--- config.mk ---
export PLATFORM = sky130hd
export DESIGN_NAME = avalon_st_timing_adapter_fifo_flat
export DESIGN_NICKNAME = d
export VERILOG_FILES = /design/src/rtl/avalon_st_timing_adapter_fifo_if.sv /design/src/rtl/avalon_st_timing_adapter_fifo.sv /design/src/flat_wrapper.sv
export SDC_FILE = /design/constraint.sdc
export NUM_CORES = 1
export LEC_CHECK = 0
export BUFFER_PORTS_ARGS = -buffer_cell sky130_fd_sc_hd__buf_2
export CAP_MARGIN = 20
export CORE_UTILIZATION = 30
export DETAILED_ROUTE_END_ITERATION = 12
export PLACE_DENSITY_LB_ADDON = 0.05
export RECOVER_POWER = 50
export REMOVE_ABC_BUFFERS = 1
export SLEW_MARGIN = 20
export SYNTH_ARGS = -nofsm -noshare
export SYNTH_HDL_FRONTEND = slang
export SYNTH_SLANG_ARGS = --single-unit
export TNS_END_PERCENT = 30
--- constraint.sdc ---
create_clock -name clk -period 11.15 [get_ports clk]
set_input_delay 1.6725 -clock clk [delete_from_list [all_inputs] [get_ports clk]]
set_output_delay 1.6725 -clock clk [all_outputs]
set_load 0.05 [all_outputs]
--- src/rtl/avalon_st_timing_adapter_fifo_if.sv ---
// Avalon-ST stream bundle for the timing adapter: an upstream side with no ready
// and a downstream side with ready latency 0.
interface avalon_st_timing_adapter_fifo_if #(
  parameter int DATA_W = 72
);
  // Upstream: in_valid is a push with no backpressure path.
  // Downstream: a beat transfers on any clock edge where out_valid && out_ready.
  logic [DATA_W-1:0] in_data;
  logic              in_valid;
  logic [DATA_W-1:0] out_data;
  logic              out_valid;
  logic              out_ready;

  modport slave (
    input  in_data,
    input  in_valid,
    output out_data,
    output out_valid,
    input  out_ready
  );

  modport master (
    output in_data,
    output in_valid,
    input  out_data,
    input  out_valid,
    output out_ready
  );
endinterface

--- src/rtl/avalon_st_timing_adapter_fifo.sv ---
// Avalon-ST timing adapter: FWFT buffer between a non-stallable source and a ready sink.
// Optional dropped-beat counter port ovf_count is enabled by TIMING_ADAPTER_OVF_CNT_EN.
module avalon_st_timing_adapter_fifo #(
  parameter int DATA_W         = 72,
  parameter int DEPTH          = 8,
  parameter int ALMOST_FULL_TH = DEPTH - 2
) (
  input  logic                     clk,
  input  logic                     reset_n,
  avalon_st_timing_adapter_fifo_if.slave st,
  output logic [$clog2(DEPTH):0]   fill_level,
  output logic                     almost_full,
  output logic                     overflow,
  input  logic                     clr_overflow
`ifdef TIMING_ADAPTER_OVF_CNT_EN
  ,
  output logic [15:0]              ovf_count
`endif
);

  localparam int PW = $clog2(DEPTH);
  localparam int LW = PW + 1;
  localparam logic [PW-1:0] PTR_ONE  = PW'(1);
  localparam logic [LW-1:0] LVL_ONE  = LW'(1);
  localparam logic [LW-1:0] LVL_FULL = LW'(DEPTH);
  localparam logic [LW-1:0] LVL_AF   = LW'(ALMOST_FULL_TH);

  logic [DATA_W-1:0] mem [DEPTH];
  logic [PW-1:0]     wr_ptr;
  logic [PW-1:0]     rd_ptr;
  logic              empty;
  logic              full;
  logic              read;
  logic              write;
  logic              drop;

  assign empty = (fill_level == '0);
  assign full  = (fill_level == LVL_FULL);

  // A read frees its slot in the same cycle, so a full buffer being drained still accepts.
  assign read  = ~empty & st.out_ready;
  assign write = st.in_valid & (~full | read);
  assign drop  = st.in_valid & ~write;

  assign st.out_valid = ~empty;
  assign st.out_data  = empty ? '0 : mem[rd_ptr];
  assign almost_full  = (fill_level >= LVL_AF);

  // Storage is deliberately not reset; clearing the level discards whatever it holds.
  always_ff @(posedge clk) begin
    if (write) begin
      mem[wr_ptr] <= st.in_data;
    end
  end

  always_ff @(posedge clk or negedge reset_n) begin
    if (!reset_n) begin
      wr_ptr     <= '0;
      rd_ptr     <= '0;
      fill_level <= '0;
    end else begin
      if (write) begin
        wr_ptr <= wr_ptr + PTR_ONE;
      end
      if (read) begin
        rd_ptr <= rd_ptr + PTR_ONE;
      end
      if (write && !read) begin
        fill_level <= fill_level + LVL_ONE;
      end else if (read && !write) begin
        fill_level <= fill_level - LVL_ONE;
      end
    end
  end

  // A drop in the same cycle as a clear leaves the flag set.
  always_ff @(posedge clk or negedge reset_n) begin
    if (!reset_n) begin
      overflow <= 1'b0;
    end else if (drop) begin
      overflow <= 1'b1;
    end else if (clr_overflow) begin
      overflow <= 1'b0;
    end
  end

`ifdef TIMING_ADAPTER_OVF_CNT_EN
  always_ff @(posedge clk or negedge reset_n) begin
    if (!reset_n) begin
      ovf_count <= '0;
    end else if (clr_overflow) begin
      ovf_count <= drop ? 16'd1 : 16'd0;
    end else if (drop && ovf_count != 16'hFFFF) begin
      ovf_count <= ovf_count + 16'd1;
    end
  end
`endif

endmodule
--- src/flat_wrapper.sv ---
// flat-port wrapper written by rule: the top's interface ports become plain ports
module avalon_st_timing_adapter_fifo_flat 
#(
  parameter int DATA_W         = 72,
  parameter int DEPTH          = 8,
  parameter int ALMOST_FULL_TH = DEPTH - 2
)
  (clk, reset_n, fill_level, almost_full, overflow, clr_overflow, st_in_data, st_in_valid, st_out_data, st_out_valid, st_out_ready);
  avalon_st_timing_adapter_fifo_if #(.DATA_W(DATA_W)) st_i ();
  input  logic clk;
  input  logic reset_n;
  output logic [$clog2(DEPTH):0] fill_level;
  output logic almost_full;
  output logic overflow;
  input  logic clr_overflow;
  input wire logic [$bits(st_i.in_data)-1:0] st_in_data;
  input wire logic [$bits(st_i.in_valid)-1:0] st_in_valid;
  output wire logic [$bits(st_i.out_data)-1:0] st_out_data;
  output wire logic [$bits(st_i.out_valid)-1:0] st_out_valid;
  input wire logic [$bits(st_i.out_ready)-1:0] st_out_ready;
  assign st_i.in_data = st_in_data;
  assign st_i.in_valid = st_in_valid;
  assign st_out_data = st_i.out_data;
  assign st_out_valid = st_i.out_valid;
  assign st_i.out_ready = st_out_ready;
  avalon_st_timing_adapter_fifo #(.DATA_W(DATA_W), .DEPTH(DEPTH), .ALMOST_FULL_TH(ALMOST_FULL_TH)) u_core (.clk(clk), .reset_n(reset_n), .st(st_i), .fill_level(fill_level), .almost_full(almost_full), .overflow(overflow), .clr_overflow(clr_overflow));
endmodule
==> flow_summary.yaml <==
run:
  max-cap-violations: 5
critical_path:
  crit_required_ns: 9.48
  critPathBufInv: 3
  worstRegToRegCells: 5
  rrSetupSlack_ns: 5.90
  crit_path_end_kind: "output port"
  r2r_end: "u_core.mem[0][35]"
  worstSetupStartpointType: "register"
  critical_path_peak_fanout: 105
  slowest_stage: "clkbuf_1"
  cp_top_family: "buffers and inverters"
  critical_path_arrival_ns: 5.67
  critPathKind: "reg -> out"
  r2r_start: "u_core.fill_level[0]"
  crit_chain: "buf_12, clkbuf_1, mux4_2, a22o_1, buf_2"
  slowest_delay_ns: 2.68
route:
  drtAntennaViolNets: 0
  routedWlPerCell_um: 25.37
  firstDrtPassIters: 8
  drt-initial-drc-count: 513
  vias: 10170
  routed_via_density: 4.808
  wl_um: 53680
  drc: 8
sta:
  slew_violations: 193
  tightest_slew_ns: 3.760
  hold_viol_final: 0
  fin_crit_sh: 0.6586
  hold_ws_ns: 0.5268
  tns_ns: 0
  relSlewSlack: -1.507
  finalSetupViolCount: 0
  layout_setup_ws_ns: 3.806
  max_freq_ghz: 0.1362
  skew_ns: 0.01644
  period_minus_slack_ns: 7.344
  rsz0062_at_grt: "false"
floorplan:
  die_w_um: 273.9
  rows: 99
  die_h_um: 273.9
  start_util: 0.3035
  ios: 156
  core_area_sq_mm: 0.07308
  dieArea_sq_mm: 0.07502
yosys:
  syn_area_sq_mm: 0.02218
  synthCells: 910
  synth_mux_area_frac: 0.1482
  synth_top_family_by_area: "multiplexers"
  synth_compound_gate_area_share: 0.03210
  synth.distinct_cells: 36
  postSynth.asyncResetShare: 0.01874
  synth_fa_ha_area_frac: 0.003724
  ys_seq_area_frac: 0.7923
  synthSimpleGateAreaFrac: 0.006939
  avgSynthCellArea_sq_um: 24.37
  synth_xor_area_frac: 0.002370
  synth_edf_count: 576
  synth_warnings: 0
  synth-seq-cells: 587
  synthFlopType: "edfxtp_1"
place:
  dp_hpwl_um: 27320
  portBuffers: 155
  place_congestion: 0.6613
  place_ws_ns: 6.260
grt:
  grt_pass1_vias: 11090
  grt_pass1_wl_um: 77760
  overflow: 0
  antenna_found_initial: 6
  grtUsageMet2: 0.2384
  grt_busiest_layer: "met2"
  grtUsageMet1: 0.1936
  met3_usage: 0.03179
  track_usage: 0.1456
  grt_max_degree: 106
power_and_ir_drop:
  p_switching_w: 0.002986
  ir_drop_v: 0.0002661
  pwr-share-comb: 0.374
  leakage_nw: 8.293
  p_per_area_mw_per_mm2: 307.9
  power_frac_seq: 0.361
  clkPwrFrac: 0.265
  switching_share: 0.3718
  power.internal_w: 0.005046
clock_network:
  holdBufCountCts: 0
  htree_levels: 3
  cts_resized: 0
  path_clk_slew_ns: 0.06
  numCtsBuffers: 69
  root_buffer: "clkbuf_16"
  clk_path_buf_depth: 3
  clock-sinks: 587
  clock_latency_ns: 0.58
  post-cts-setup-buffer-count: 0
  cts_tree: "built"
min_path:
  hold_class: "reg -> reg"
  hold_end: "u_core.overflow"
  hold_path_depth: 2
  hp-start: "u_core.overflow"
status:
  outcome: "finished, violations left"
  violations: "DRC, capacitance limit, slew limit"
layout:
  layout-drive-gt1-share: 0.2956
  area_delta_synth_final_pct: 17.64
  num_antenna_cells: 0
  fin_nets: 1190
==> layout make-up <==
class | instances | area, sq um
clock buffers | 92 | 1898
multi-input cells | 269 | 4323
fillers | 6801 | 46990
inverters | 4 | 15.01
flip-flops and latches | 587 | 17580
repair buffers | 176 | 838.3
well taps | 959 | 1200
clock inverters | 29 | 235.2
==> sequential cells by signal, indices dropped and copies added (netlist names) <==
signal             cells
u_core.mem           576
u_core.wr_ptr          3
u_core.overflow        1
u_core.fill_level      4
u_core.rd_ptr          3
==> metrics by stage <==
step | std cells | total power, W | util | area (sq um)
2_1_floorplan | 860 | 0.005310 | - | 21870
3_3_place_gp | 1995 | 0.006017 | 0.3294 | 24080
3_5_place_dp | 1995 | 0.006014 | 0.3294 | 24080
4_1_cts | 2116 | 0.008185 | 0.3586 | 26210
5_1_grt | 2116 | 0.008430 | 0.3570 | 26090
6_report | 2116 | 0.008033 | 0.3570 | 26090
==> cells by family after synthesis <==
family / after synthesis
AO/OA/AOI/OAI: 83
adder cells (fa/ha/maj): 6
multiplexers: 148
buffers and inverters: 54
flip-flops: 587
AND/OR/NAND/NOR: 26
XOR/XNOR: 6
==> cell usage after synthesis, types with 2 or more instances <==
cell type	number	share of area
mux4_2	144	0.15
xnor2_1	6	0.0024
a22o_1	72	0.028
a21oi_1	2	0.00045
o211ai_1	4	0.0014
nor3_1	5	0.0011
inv_1	4	0.00068
buf_2	23	0.0052
buf_6	11	0.0056
edfxtp_1	576	0.78
nand2_1	4	0.00068
clkbuf_1	14	0.0024
nand2b_1	2	0.00056
or3_1	2	0.00056
dfrtp_1	11	0.012
mux2_1	2	0.0010
nand3_1	3	0.00068
ha_1	5	0.0028
nor2_1	3	0.00051
==> tightest hold or removal path, stage by stage, from the launching register on <==
cell	delay, ns
dfrtp_1	0.37
inv_1	0.05
o32ai_1	0.06
==> power groups by stage <==
| stage | clock [W] | sequential (W) | combinational (W) |
|---|---|---|---|
| 6_report | 0.00213 | 0.00290 | 0.00300 |
| 5_1_grt | 0.00229 | 0.00293 | 0.00321 |
| 4_1_cts | 0.00221 | 0.00290 | 0.00308 |
| 3_5_place_dp | 0 | 0.00294 | 0.00307 |
| 3_3_place_gp | 0 | 0.00294 | 0.00307 |
| 2_1_floorplan | 0 | 0.00312 | 0.00219 |
==> cells in the final DEF (no fill, tap or decap), types with 4 or more instances in the layout <==
master	netlist	layout
nand2_1	4	4
clkinv_1	0	14
o211ai_1	4	4
xnor2_1	6	6
clkinv_2	0	8
dfrtp_1	11	9
edfxtp_1	576	576
buf_2	23	81
buf_4	1	16
ha_1	5	5
a22o_1	72	72
clkbuf_16	0	73
clkbuf_1	14	97
inv_1	4	4
mux4_2	144	144
bufinv_16	0	4
==> worst max path at each step <==
stage                                  end  depth (start not counted)              from
after floorplan           u_core.mem[0][0]                          3      st_out_ready
after global placement     st_out_data[43]                          5  u_core.rd_ptr[0]
after detailed placement   st_out_data[42]                          5  u_core.rd_ptr[0]
after CTS                  st_out_data[43]                          5  u_core.rd_ptr[0]
after global routing       st_out_data[43]                          5  u_core.rd_ptr[0]
final                      st_out_data[42]                          5  u_core.rd_ptr[0]
==> layer usage <==
layer / part of all wire / wire (um) / vias up
met5: 0.0012 / 63 / -
met4: 0.020 / 1095 / 10
met3: 0.050 / 2665 / 97
met2: 0.49 / 26200 / 211
met1: 0.44 / 23660 / 5498
li1: - / - / 4357
Note: power is estimated with default switching activity, not from simulation.
